===== src/rtl/elevator_scan_controller.sv =====
// -----------------------------------------------------------------------------
// elevator_scan_controller
//
// Multi-floor elevator controller with SCAN scheduling.
// - Floor requests are latched into a pending bitmap.
// - The car keeps its current direction while requests remain ahead of it,
//   then reverses.
// - Each served floor gets a timed door-open dwell.
//
// Optional feature macro: ELEV_ESTOP_EN
//   When defined, an extra input 'estop' freezes the state machine and the
//   shared counter while high. Requests are still latched during the freeze.
//
// Ports:
//   clk           in   clock
//   rst_n         in   asynchronous active-low reset
//   estop         in   (ELEV_ESTOP_EN only) level-sensitive freeze
//   req_valid     in   single-cycle strobe, latches req_floor into pending
//   req_floor     in   requested floor [FLOOR_W]
//   current_floor out  registered car position [FLOOR_W]
//   pending       out  registered request bitmap [NUM_FLOORS]
//   moving        out  car is travelling (MOVE_UP or MOVE_DOWN)
//   dir_up        out  last/active travel direction, 1 = up
//   door_open     out  door dwell in progress
//   idle          out  in IDLE with nothing pending
//
// Handshake: req_valid has no ready. Every cycle with req_valid=1 is one
// request. It is accepted unconditionally, except in two cases where it is
// dropped:
//   - floor numbers >= NUM_FLOORS;
//   - a request for the current floor while the door is open, which extends
//     the dwell instead of being latched.
// -----------------------------------------------------------------------------
module elevator_scan_controller #(
   parameter int NUM_FLOORS   = 10,
   parameter int FLOOR_W      = 4,
   parameter int TICK_W       = 32,
   parameter int TRAVEL_TICKS = 10000000,
   parameter int DOOR_TICKS   = 20000000
) (
   input  logic                  clk,
   input  logic                  rst_n,
`ifdef ELEV_ESTOP_EN
   input  logic                  estop,
`endif
   input  logic                  req_valid,
   input  logic [FLOOR_W-1:0]    req_floor,
   output logic [FLOOR_W-1:0]    current_floor,
   output logic [NUM_FLOORS-1:0] pending,
   output logic                  moving,
   output logic                  dir_up,
   output logic                  door_open,
   output logic                  idle
);

   typedef enum logic [1:0] {
      ST_IDLE      = 2'd0,
      ST_MOVE_UP   = 2'd1,
      ST_MOVE_DOWN = 2'd2,
      ST_DOOR_OPEN = 2'd3
   } state_t;

   localparam logic [TICK_W-1:0] TRAVEL_LAST = TICK_W'(TRAVEL_TICKS - 1);
   localparam logic [TICK_W-1:0] DOOR_LAST   = TICK_W'(DOOR_TICKS - 1);

   // FSM state register; checkers can bind to this signal by name.
   state_t             state;
   logic [TICK_W-1:0]  count;

   // run=0 freezes state and counter. It is never 0 without the estop feature.
   logic run;
`ifdef ELEV_ESTOP_EN
   assign run = ~estop;
`else
   assign run = 1'b1;
`endif

   logic                  here;
   logic                  above;
   logic                  below;
   logic [NUM_FLOORS-1:0] set_mask;
   logic [NUM_FLOORS-1:0] cur_mask;
   logic [NUM_FLOORS-1:0] set_eff;
   logic [NUM_FLOORS-1:0] clr_mask;
   logic [NUM_FLOORS-1:0] pending_next;
   logic                  door_hit;

   // Scan the registered bitmap against the car position. The request decode
   // compares against each legal floor number, so out-of-range floors never
   // match any bit.
   always_comb begin
      here     = 1'b0;
      above    = 1'b0;
      below    = 1'b0;
      set_mask = '0;
      cur_mask = '0;
      for (int f = 0; f < NUM_FLOORS; f++) begin
         if (pending[f]) begin
            if (FLOOR_W'(f) > current_floor) above = 1'b1;
            if (FLOOR_W'(f) < current_floor) below = 1'b1;
            if (FLOOR_W'(f) == current_floor) here = 1'b1;
         end
         if (req_valid && (req_floor == FLOOR_W'(f))) set_mask[f] = 1'b1;
         if (current_floor == FLOOR_W'(f)) cur_mask[f] = 1'b1;
      end
   end

   // A repeat request for the floor whose door is open restarts the dwell.
   // It is never latched, so the floor is not served a second time.
   assign door_hit = req_valid && (state == ST_DOOR_OPEN) &&
                     (req_floor == current_floor);
   assign set_eff  = (state == ST_DOOR_OPEN) ? (set_mask & ~cur_mask) : set_mask;
   assign clr_mask = ((state == ST_IDLE) && run && here) ? cur_mask : '0;
   // The clear is applied after the set, so the clear wins on the same bit.
   assign pending_next = (pending | set_eff) & ~clr_mask;

   always_ff @(posedge clk or negedge rst_n) begin
      if (!rst_n) begin
         state         <= ST_IDLE;
         count         <= '0;
         current_floor <= '0;
         pending       <= '0;
         dir_up        <= 1'b1;
      end else begin
         pending <= pending_next;
         if (run) begin
            case (state)
               ST_IDLE: begin
                  count <= '0;
                  if (here) begin
                     state <= ST_DOOR_OPEN;
                  end else if (dir_up && above) begin
                     state <= ST_MOVE_UP;
                  end else if (!dir_up && below) begin
                     state <= ST_MOVE_DOWN;
                  end else if (above) begin
                     state  <= ST_MOVE_UP;
                     dir_up <= 1'b1;
                  end else if (below) begin
                     state  <= ST_MOVE_DOWN;
                     dir_up <= 1'b0;
                  end
               end
               ST_MOVE_UP: begin
                  // Returning to IDLE at every floor gives one decision cycle
                  // per floor, which is where a stop can be taken.
                  if (count == TRAVEL_LAST) begin
                     current_floor <= current_floor + FLOOR_W'(1);
                     count         <= '0;
                     state         <= ST_IDLE;
                  end else begin
                     count <= count + TICK_W'(1);
                  end
               end
               ST_MOVE_DOWN: begin
                  if (count == TRAVEL_LAST) begin
                     current_floor <= current_floor - FLOOR_W'(1);
                     count         <= '0;
                     state         <= ST_IDLE;
                  end else begin
                     count <= count + TICK_W'(1);
                  end
               end
               ST_DOOR_OPEN: begin
                  if (door_hit) begin
                     count <= '0;
                  end else if (count == DOOR_LAST) begin
                     count <= '0;
                     state <= ST_IDLE;
                  end else begin
                     count <= count + TICK_W'(1);
                  end
               end
               default: begin
                  state <= ST_IDLE;
                  count <= '0;
               end
            endcase
         end
      end
   end

   // Status flags are decoded purely from registers.
   assign moving    = (state == ST_MOVE_UP) || (state == ST_MOVE_DOWN);
   assign door_open = (state == ST_DOOR_OPEN);
   assign idle      = (state == ST_IDLE) && (pending == '0);

endmodule


===== config.mk =====
export PLATFORM = sky130hd
export DESIGN_NAME = elevator_scan_controller
export DESIGN_NICKNAME = d
export VERILOG_FILES = /design/src/rtl/elevator_scan_controller.sv
export SDC_FILE = /design/constraint.sdc
export NUM_CORES = 1
export LEC_CHECK = 0
export ABC_CLOCK_PERIOD_IN_PS = 2610
export CORE_MARGIN = 2
export CORE_UTILIZATION = 53
export CTS_CLUSTER_SIZE = 24
export DETAILED_ROUTE_END_ITERATION = 10
export PLACE_DENSITY = 0.89
export SETUP_SLACK_MARGIN = 0.4
export SYNTH_ARGS = -nofsm -noshare
export SYNTH_HDL_FRONTEND = slang
export SYNTH_SLANG_ARGS = --single-unit

===== constraint.sdc =====
create_clock -name clk -period 2.61 [get_ports clk]
set_input_delay 0.522 -clock clk [delete_from_list [all_inputs] [get_ports clk]]
set_output_delay 0.522 -clock clk [all_outputs]
set_load 0.02 [all_outputs]

# Word-level counts from Yosys, hierarchy flattened
# Cells that the tools add are included.
[word_totals] output_inout_bits=18 ram_bits=0 romBits=0 reg_bits=49 latch_bits=0 n_memories=0
[op_classes] order_cmp=20 shifts=0 mul=0 n_div=0 n_reduce_logical=28 muxes=99 bitwise=8 add_sub_neg=3 n_eq_ne=39
[op_table] operator="2-to-1 mux 32 bit" n=3
[op_table] operator="one-hot mux 32 bit (3 select lines)" n=1
[op_table] operator="2-to-1 mux 1 bit" n=81
[op_table] operator="adder 32 x 1 -> 32 bit, second input constant" n=1
[op_table] operator="equality test 32 x 24 -> 1 bit, second input constant" n=1
[op_table] operator="equality test 32 x 25 -> 1 bit, second input constant" n=1
[op_table] operator="equality test 4 x 3 -> 1 bit, second input constant" n=8
[op_table] operator="bitwise AND 10 bit" n=2
[op_table] operator="2-to-1 mux 10 bit" n=2
[op_table] operator="inverter 10 bit" n=2
[op_table] operator="equality test 3 x 4 -> 1 bit, first input constant" n=4
[op_table] operator="equality test 4 x 2 -> 1 bit, second input constant" n=4
[op_table] operator="equality test 4 bit, second input constant" n=4
[op_table] operator="> comparator 3 x 4 -> 1 bit, first input constant" n=4
[op_table] operator="logical AND 1 bit" n=16
[op_table] operator="less-than comparator 3 x 4 -> 1 bit, first input constant" n=4
[op_table] operator="2-to-1 mux 2 bit" n=8
[op_table] operator="zero test 10 bit" n=1
[op_table] operator="OR 10 bit" n=1
[op_table] operator="equality test 2 x 4 -> 1 bit, first input constant" n=2
[op_table] operator="equality test 4 x 1 -> 1 bit, second input constant" n=2
[op_table] operator="equality test 4 bit, first input constant" n=2
[op_table] operator="> comparator 1 x 4 -> 1 bit, first input constant" n=2
[op_table] operator="> comparator 2 x 4 -> 1 bit, first input constant" n=2
[op_table] operator="other kinds (26)" n=39

# Logic depth before layout (Yosys ltp)
# Gate-level depths: netlist of the first run.
[logic_depth] word_depth=27 depth_mapped=10 ltp_nobuf=8

# Worst setup path after synthesis of the first run
# No wires, ideal clock.
[synth_timing] path_kind="register to register" from="reg current_floor[1]" to="reg state[1]" path_stages_with_launch=10 synth_period_minus_slack_ns=2.688 path_slack_ns=-0.078 t_arrival_ns=2.563 path_buffers=2 path_cell_list="dfrtp_1 > buf_2 > inv_1 > ha_1 > buf_2 > a221oi_2 > a211oi_1 > or4_1 > o31a_1 > mux2_4"
[synth_between] elab_chain_cells=26 elab_cells_between_ends=102
[synth_rtl] element="start: declaration" line="48" text="output logic [FLOOR_W-1:0] current_floor,"
[synth_rtl] element="start signal: assignment" line="148" text="current_floor <= current_floor + FLOOR_W'(1);"
[synth_rtl] element="start signal: assignment" line="157" text="current_floor <= current_floor - FLOOR_W'(1);"
[synth_rtl] element="> comparator 1 x 4 -> 1 bit / less-than comparator 1 x 4 -> 1 bit (equally long branches)" line="99, 100"
[synth_rtl] element="2-to-1 mux 1 bit (on tied branches)" line="99, 100"
[synth_rtl] element="2-to-1 mux 1 bit" line="98" text="if (pending[f]) begin"
[synth_rtl] element="2-to-1 mux 1 bit (on tied branches)" line="99, 100"
[synth_rtl] element="2-to-1 mux 1 bit" line="98"
[synth_rtl] element="2-to-1 mux 1 bit (on tied branches)" line="99, 100"
[synth_rtl] element="2-to-1 mux 1 bit" line="98"
[synth_rtl] element="2-to-1 mux 1 bit (on tied branches)" line="99, 100"
[synth_rtl] element="[... 10 more ...]"
[synth_rtl] element="2-to-1 mux 1 bit" line="98"
[synth_rtl] element="2-to-1 mux 1 bit (on tied branches)" line="99, 100"
[synth_rtl] element="2-to-1 mux 1 bit" line="98"
[synth_rtl] element="2-to-1 mux 2 bit / logical AND 1 bit (equally long branches)" line="136, 134"
[synth_rtl] element="2-to-1 mux 2 bit" line="134" text="end else if (!dir_up && below) begin"
[synth_rtl] element="2-to-1 mux 2 bit" line="132" text="end else if (dir_up && above) begin"
[synth_rtl] element="2-to-1 mux 2 bit" line="130" text="if (here) begin"
[synth_rtl] element="one-hot mux 2 bit (3 select lines)" line="127" text="case (state)"
[synth_rtl] element="end signal: assignment" line="131" text="state <= ST_DOOR_OPEN;"
[synth_rtl] element="end signal: assignment" line="133" text="state <= ST_MOVE_UP;"
[synth_rtl] element="end signal: assignment" line="135" text="state <= ST_MOVE_DOWN;"
[synth_rtl] element="end: declaration" line="67" text="state_t state;"
# Parallel ways exist; a longest one is shown, timed or not.
# A chain may end at the register's enable or synchronous reset.

# Worst setup path after layout of the first run
# Ends and elaborated chain as after synthesis.

==> results of run 1 <==
[state kept, by name, indices dropped and copies added (netlist names)]
register	flops
count	32
state	2
pending	10
dir_up	1
current_floor	4
[per-stage QoR]
| stage | util | power, mW | hold WS (ns) | area (um^2) | instances |
|---|---|---|---|---|---|
| after floorplan | - | 1.29 | 0.226 | 3110 | 334 |
| after global placement | 0.633 | 1.56 | 0.461 | 3510 | 439 |
| after detailed placement | 0.633 | 1.58 | 0.465 | 3510 | 439 |
| after CTS | 0.671 | 2.13 | 0.125 | 3720 | 454 |
| after global routing | 0.684 | 2.26 | 0.131 | 3790 | 458 |
| final | 0.684 | 2.16 | 0.109 | 3790 | 458 |
[kinds of logic after synthesis]
| group | after synthesis |
|---|---|
| flops | 49 |
| xor+xnor | 37 |
| compound gates | 67 |
| simple gates | 145 |
| fa+ha+maj | 11 |
| mux | 3 |
| buf+inv | 22 |
[area by class of cell]
type / count / area, um^2 / area share
repair buffers: 53 / 458 / 0.121
flip-flops and latches: 49 / 1230 / 0.325
clock buffers: 6 / 72.6 / 0.0191
multi-input cells: 263 / 1850 / 0.487
well taps: 72 / 90.1 / 0.0238
clock inverters: 2 / 38.8 / 0.0102
inverters: 13 / 53.8 / 0.0142
[Yosys cell counts, types with 4 or more instances]
cell type	count	area [um^2]
dfrtp_1	48	1200
nor2_1	45	169
xor2_1	20	175
nand2_1	18	67.6
nand3_1	18	90.1
o21ai_0	18	90.1
xnor2_1	17	149
a31oi_1	13	81.3
inv_1	13	48.8
a21oi_1	12	60.1
ha_1	11	138
nand4_1	10	62.6
buf_2	8	40.0
nor4_1	7	43.8
nor3_1	6	30.0
nor2b_1	5	31.3
and4_1	4	35.0
[report_power, final]
group / internal [mW] / leakage (nW) / switching, mW
registers: 0.810 / 0.635 / 0.0691
logic: 0.302 / 0.810 / 0.420
clock network: 0.288 / 0.0554 / 0.269
total: 1.40 / 1.50 / 0.758
[repair_timing]
item / CTS / global route
pin swaps: 4 / 2
setup buffers: 7 / 4
endpoints found under the setup margin: 15 / 16
gates resized for setup: 14 / 13
[worst max-delay path by stage]
stage	to	slack, ns
after floorplan	state[1]	0.29
after global placement	state[1]	0.24
after detailed placement	state[1]	0.13
after CTS	state[1]	0.32
after global routing	state[1]	0.21
final	state[1]	0.30
[cells in the final DEF, fill, tap and decap left out, types with 3 or more instances in the layout]
cell              n
nor2_1           45
dfrtp_1          44
buf_4            28
xor2_1           20
clkdlybuf4s50_1  20
nand3_1          18
nand2_1          17
xnor2_1          17
o21ai_0          16
a31oi_1          13
a21oi_1          12
inv_1            11
nand4_1          10
ha_1              6
nor2b_1           5
nor4_1            5
clkbuf_8          5
nor3_1            4
and4_1            4
dfrtp_2           4
a41oi_1           3
and2_1            3
and3_1            3
nor4_2            3
and4_2            3
ha_4              3
[per-layer routing]
| layer | GRT usage | vias to the layer above |
|---|---|---|
| li1 | - | 1308 |
| met3 | 0.0393 | 30 |
| met5 | 0 | - |
| met1 | 0.315 | 1339 |
| met2 | 0.456 | 134 |
| met4 | 0.114 | 0 |
==> metrics.md, run 1 <==
| Metric | Value |
|---|---|
| PwrDens | roughly 570 nW/um^2 |
| Antenna violations before repair | 0 |
| CP max stage cell | dfrtp_2 |
| Global-route wire length before repair | 12800 um |
| Min Tclk post-route | between 2 and 2.5 ns |
| Fin crit share | 0.886 |
| Crit path launch | current_floor[1] |
| Final setup violation count | 0 |
| Yosys warns | 0 |
| DRT met1 WL | about 3200 um |
| Worst Path Required | 2.81 ns |
| Uppermost layer routed | met4 |
| Area Growth Syn to Fin | 23.7% |
| Vias in the first global route | 2707 |
| Clk_lat worst skew | between 0.3 and 0.4 ns |
| Status | finished, final reports clean |
| Nets@finish | 403 |
| Worst flop-to-flop path startpoint | current_floor[1] |
| Remaining global-route overflow | 0 |
| Largest net degree at the start of global routing | 35 |
| Top delay family on crit path | compound AO/OA/AOI/OAI gates |
| Syn_area_per_cell | just over 9 um^2 |
| FFs w/ async S/R, synth | 1.00 |
| Worst Setup Path Type | reg2reg |
| Ys flop type | dfrtp_1 |
| Pre-CTS worst setup slack | ~0.13 ns |
| Hold Crit Class | in2async |
| Compound-Gate Fraction of Synth Area | 0.144 |
| TritonCTS Buffers | 5 |
| DP HPWL | 5710 um |
| Die height | about 80 um |
| Depth of the CTS H-tree | 2 |
| Routed wl met3 | approximately 600 um |
| Final setup margin | around 0.30 ns |
| RSZ-0062 raised after global routing | yes |
| Core ar. | ~5500 um^2 |
| Critical Path Start Type | flip-flop |
| Via Count | approximately 2800 |
| Peak VDD IR | about 0.35 mV |
| Cell Rows | 27 |
| Clk pin slew, worst setup/hold paths | 0.09 ns |
| Mux cell area share after synthesis | 0.0114 |
| Crit path cell chain | inv_4, ha_4, buf_4, a221oi_2, a211oi_1, nor4_2, nand2_1, o31ai_4, mux2_4 |
| Skew final | between 0.007 and 0.008 ns |
| Layout cell share with drive strength beyond 1 | 0.192 |
| Final hold vios | 0 |
| Fillers | 440 |
| Detailed-route wire length per cell | between 15 and 20 um |
| Slew Viols, Final | 0 |
| Bufs and invs on worst path | 2 |
| Avg Vias per Cell | 6.14 |
| Worst path depth | 9 |
| Starting Density | 0.553 |
| CTS Sinks | around 50 |
| Met2 WL | 4060 um |
| First-pass DRT Iterations | 5 |
| Max Cap Viol | 0 |
| Critical Path End Type | flip-flop |
| CP arrival | 2.51 ns |
| Drt drc | 0 |
| Buffers on Ports | 24 |
| Highest Clock Rate | 0.432 GHz |
| CTS tree | yes |
| Static Leak | between 1.5 and 2 nW |
| Relative slew slack | 0.558 |
| Worst-Margin Slew | 0.658 ns |
| DRT antenna net count | 0 |
| Diodes inserted | 0 |
| Number of synthesized flops with an enable pin | 0 |
| GR Util All Layers | 0.260 |
| Seq/Total Area, Yosys | 0.400 |
| Clock Tree Buf Depth | 2 |
| Net Count, Synth | 352 |
| R2R Setup Slk | 0.30 ns |
| Worst reg-to-reg path cell count | 9 |
| Xor and xnor area share after synthesis | 0.106 |
| Cell count after synthesis | roughly 330 |
| Main combinational cell family by area after synthesis | simple AND/OR/NAND/NOR gates |
| Drt initial violations | about 290 |
| Final wirelength | roughly 8100 um |
| Die Wd | roughly 80 um |
| Clock Tree Root | clkbuf_8 |
| #FFs+latches synth | 49 |
| Crit-path max cell delay | between 0.4 and 0.5 ns |
| Post-synthesis simple-gate area fraction | 0.261 |
| Adder-cell share of the synthesized area | 0.0449 |
| Final TNS setup | 0 ns |
| Netlist cell types | just under 60 |
| Worst-path fanout max | 5 |
| Die area | 6410 um^2 |
| CTS Hold Buffers Added | 0 |
| FF-to-FF End | state[1] |
| GPL Wtd Cong | 0.904 |
| Mapped Area | ~3100 um^2 |
| Top Ports | 25 |
(Power assumes the default switching activity.)
==> inputs of run 2 (changes only) <==
- CAP_MARGIN: not set -> 30
- CORE_UTILIZATION: 53 -> 45
- PLACE_DENSITY: 0.89 -> 0.79
- SKIP_CTS_REPAIR_TIMING: not set -> 1
==> metrics.md, run 2 (synthesis results as in run 1) <==
| Metric | Value |
|---|---|
| Status | finished, final reports clean |
| Worst Path Required | between 2 and 3 ns |
| Starting Density | 0.459 |
| Max reg flops | 32 |
| Worst-Margin Slew | 0.674 ns |
| Final wirelength | 8060 um |
| Clock Tree Buf Depth | 2 |
| CTS tree | yes |
| Slew Viols, Final | 0 |
| CTS Sinks | 49 |
| Cell Rows | 30 |
| Final Util | 0.569 |
| Layout cell share with drive strength beyond 1 | 0.175 |
| Via Count | ~2800 |
| Depth of the CTS H-tree | 2 |
| Nets@finish | 400 |
| Clk_lat worst skew | just over 0.3 ns |
| CP arrival | 2.57 ns |
| Remaining global-route overflow | 0 |
| Drt initial violations | between 200 and 250 |
| TritonCTS Buffers | 5 |
| Die Wd | roughly 87 um |
| Area Growth Syn to Fin | 24.0% |
| Antenna violations before repair | 0 |
| Biggest register | count |
| Buffers on Ports | 24 |
| Vias in the first global route | 2634 |
| Power Total | between 2 and 2.5 mW |
| Critical Path End Type | flip-flop |
| Relative slew slack | 0.546 |
| Diodes inserted | 0 |
| Worst reg-to-reg path cell count | 8 |
| Core ar. | 6680 um^2 |
| Clock Tree Root | clkbuf_8 |
| Largest net degree at the start of global routing | 50 |
| Worst Setup Path Type | reg2reg |
| Clk pin slew, worst setup/hold paths | ~0.10 ns |
| Avg Vias per Cell | between 6 and 7 |
| Peak VDD IR | ~0.41 mV |
| PwrDens | ~550 nW/um^2 |
| Top Ports | 25 |
| DRT antenna net count | 0 |
| Cell total after placement | between 400 and 500 |
| GR Util All Layers | 0.223 |
| First-pass DRT Iterations | 5 |
| Final setup violation count | 0 |
| Drt drc | 0 |
| Die height | roughly 87 um |
| Layout Cells excl Fill | 463 |
| Most frequent cells in the layout | nor2_1, dfrtp_1, buf_4 |
| Final hold vios | 0 |
| Static Leak | about 1.6 nW |
| Top flop regs | count (32), pending (10), current_floor (4) |
| DP HPWL | between 5000 and 6000 um |
| Worst-path fanout max | 8 |
| Skew final | 0.0131 ns |
| Fillers | 618 |
| Detailed-route wire length per cell | between 15 and 20 um |
| Min Tclk post-route | ~2.4 ns |
| Highest Clock Rate | about 0.42 GHz |
| Die area | 7490 um^2 |
| Critical Path Start Type | flip-flop |
| GPL Wtd Cong | 0.964 |
| Final TNS setup | 0 ns |
| Max Cap Viol | 0 |
| RSZ-0062 raised after global routing | yes |
| Global-route wire length before repair | between 10000 and 15000 um |
| Fin crit share | 0.906 |
| Hold Crit Class | in2async |
[run 2: worst paths after layout]
kind	endpoint	slack, ns	startpoint
min in group clk	count[0]	0.51	count[0]
max	state[1]	0.25	current_floor[0]
min reg2reg	count[0]	0.51	count[0]
max in group asynchronous	dir_up	2.14	rst_n
min	pending[4]	0.16	rst_n
max reg2reg	state[1]	0.25	current_floor[0]
[run 2: critical path, cell delays in order (launching register included)]
cell	delay [ns]
dfrtp_2	0.49
inv_4	0.08
ha_4	0.20
a221oi_4	0.26
a211oi_2	0.07
nor4_2	0.38
nand2_1	0.17
o31ai_4	0.29
mux2_4	0.32
[run 2: final cells by class]
type                    count  area (um^2)  area share
multi-input cells         263         1860       0.489
flip-flops and latches     49         1230       0.324
repair buffers             50          475       0.125
well taps                  80          100      0.0263
clock buffers               7         76.3      0.0201
inverters                  13         53.8      0.0141
clock inverters             1         7.51     0.00197
[run 2: routing by layer]
layer	share of wire	routed length, um	vias up	track usage
li1	-	-	1309	-
met1	0.42	3370	1337	0.280
met2	0.49	3970	107	0.383
met3	0.054	439	28	0.0362
met4	0.036	291	0	0.0938
met5	0	0	-	0
[run 2: where the power goes]
part	leakage, nW	internal, mW	switching (mW)	total (mW)
clock	0.0385	0.190	0.264	0.454
combinational	0.881	0.338	0.427	0.765
sequential	0.637	0.810	0.0701	0.880
total	1.56	1.34	0.761	2.10
[run 2: through the flow]
stage,hold slack (ns),setup slack [ns],area (um^2)
2_1_floorplan,0.226,0.293,3110
4_1_cts,0.197,0.0224,3600
6_report,0.158,0.246,3800
5_1_grt,0.184,0.192,3800
3_3_place_gp,0.480,0.197,3510
3_5_place_dp,0.491,0.181,3510
==> RTL change (settings of run 2) <==
The 4 states of `state_t` get a Gray code encoding in 2 bits.
--- a/src/rtl/elevator_scan_controller.sv
+++ b/src/rtl/elevator_scan_controller.sv
@@ -55,8 +55,8 @@
 
    typedef enum logic [1:0] {
-      ST_IDLE      = 2'd0,
-      ST_MOVE_UP   = 2'd1,
-      ST_MOVE_DOWN = 2'd2,
-      ST_DOOR_OPEN = 2'd3
+      ST_IDLE      = 2'b00,
+      ST_MOVE_UP   = 2'b01,
+      ST_MOVE_DOWN = 2'b11,
+      ST_DOOR_OPEN = 2'b10
    } state_t;
 
Formal check against the unedited RTL: same outputs for any inputs over 10 cycles, from zero or initial values and one cycle with rst_n low; not proved beyond that.
==> RTL change against run 2 <==
  * Wire length is 3.1% lower
  * Area after synthesis is 3.8% higher
  * Design area is 0.36% higher
  * Via count is 0.97% higher
  * Setup slack better by 190 ps
  * Sequential cell count stayed put
  * Largest cell class unchanged
Power is not compared: it rests on default switching activity, and its combinational part moved more than twofold at a synthesized area within 25%.
==> RTL change: results (changes against run 2) <==
| Metric | Value |
|---|---|
| CTS Buf Count | `5 (unchanged)` |
| Finished Layout Cells | `465 (+0.43%)` |
| Global-route wire length before repair | `12890 microns (-1.3%)` |
| Dpl cells | `450 (+1.6%)` |
| Final WL | `7810 microns (-3.1%)` |
| Post-Synth XOR/XNOR Area | `0.09363 (-0.01209)` |
| CP Max Fanout | `6 (-2)` |
| Leak pwr | `1.511 nW` |
| # H-tree levels | `2 (unchanged)` |
| Root buf cell | `clkbuf_8` |
| Post-layout nets | `381 (-4.8%)` |
| M2 GR Usage | `0.3581 (-0.02439)` |
| Outcome | `complete, no violations` |
| Share of layout cells above drive strength 1 | `0.1897 (+0.01477)` |
| Register area share after synthesis | `0.3859 (-0.01449)` |
| Synth top cells by count | `48 x dfrtp_1, 27 x nor3_1, 20 x nand2_1, 20 x nand3_1, 18 x xnor2_1` |
| Syn Inst Count | `334 (unchanged)` |
| DRC Markers | `0 (unchanged)` |
| GR Util met3 | `0.03864 (+0.002452)` |
| Pre-Repair DR Iteration Count | `4 (-1)` |
| Hold Slack | `211.4 ps (+53.55 ps)` |
| Largest regs | `count (32), pending (10), current_floor (4)` |
| Iter 0 DRT Violations | `122 (-48%)` |
| Synth Area in Adders | `0.02675 (-0.01815)` |
| Filler Cell Count | `644 (+4.2%)` |
| Synth Area in Compound Gates | `0.1597 (+0.01564)` |
| Synth Flop Type | `dfrtp_1` |
| Net Count, Synth | `347 (-1.4%)` |
| Tightest Hold Check Type | `input pin to asynchronous set/reset pin` |
| DP Worst Slack | `244.5 ps (+63.69 ps)` |
| Setup slack, reg-to-reg | `440 ps (+190 ps)` |
| Clk Latency, worst-skew pair | `300 ps` |
| Deepest clock path buffer count | `2 (unchanged)` |
| Yosys cell types | `64 (+8.5%)` |
| Initial antenna violation count | `0 (unchanged)` |
| Gpl congestion | `0.8977 (-6.8%)` |
| FFs w/ async S/R, synth | `1.000 (unchanged)` |
| Mux contribution to synthesized area | `0.003147 (-0.008281)` |
| Clock-pin slew of the registers on the worst-case setup and hold paths | `90 ps` |
| Clock skew | `6.635 ps (-6.433 ps)` |
| Worst setup margin | `437.0 ps (+190.5 ps)` |
| Met1 Use GR | `0.2683 (-0.01181)` |
| Number of global-route vias before repair | `2717 (+3.2%)` |
| Synth area leaders | `dfrtp_1 38%, xnor2_1 5.0%, xor2_1 4.4%, nor3_1 4.2%, nand3_1 3.1%` |
| Worst-Margin Slew | `583.7 ps (-90.50 ps)` |
| Worst EP arrival | `2420 ps (-150 ps)` |
| Area after DPL | `3565 sq um (+1.4%)` |
| Antenna Cells | `0 (unchanged)` |
| Peak supply drop | `0.3573 mV` |
| Drt via density | `6.039 (+0.54%)` |
| DP HPWL | `5411 microns (-6.3%)` |
| Port Buf Inserts | `24 (unchanged)` |
| Largest net degree at the start of global routing | `33 (-34%)` |
| All-Layer GR Usage | `0.2111 (-0.01233)` |
==> RTL change: changes by cell type in the layout (fill, tap and decap cells not counted), sizes merged, moves of 5 or more <==
cell   change
nor2      -32
ha         -5
nor3      +27
inv        -7
a21oi      -5
==> RTL change: cell families after synthesis <==
group | after synthesis
DFF | 49
muxes | 1
buffers and inverters | 25
and+or+nand+nor | 148
adders and majority gates | 7
AOI/OAI and AO/OA | 70
xor gates and xnor gates | 34
==> RTL change: final timing paths <==
path / from / endpoint / cells past startpoint
min in group clk: count[0] / count[0] / 1
setup / recovery: current_floor[0] / dir_up / 7
hold / removal: rst_n / current_floor[0] / 1
hold reg to reg: count[0] / count[0] / 1
max in group asynchronous: rst_n / count[4] / 2
setup reg to reg: current_floor[0] / dir_up / 7
==> RTL change: critical path, stage by stage (launching register included) <==
cell and delay [ps]:
dfrtp_2 440, inv_4 80, ha_2 240, a22o_1 210
a32o_1 230, or4b_4 510, o31a_1 250, o22a_1 150
==> RTL change: layout make-up <==
type                       instances  area [sq um]  area share
sequential                        49          1234      0.3233
multi-input combinational        260          1873      0.4908
clock inverter                     3         65.06     0.01705
inverter                           6         25.02    0.006557
tap                               96         120.1     0.03148
timing repair buffer              46         430.4      0.1128
clock buffer                       5         68.82     0.01803
==> RTL change: where the power goes <==
part	switching, mW	internal [mW]	leakage (nW)
combinational	0.176	0.159	0.821
clock	0.257	0.381	0.0681
sequential	0.107	0.833	0.622
==> RTL change: routing by layer <==
metal	routed length, microns	vias to the layer above	part of all wire
met5	0	-	0
met4	166	0	0.021
met3	437	20	0.056
met2	3838	103	0.49
met1	3367	1359	0.43
li1	-	1326	-
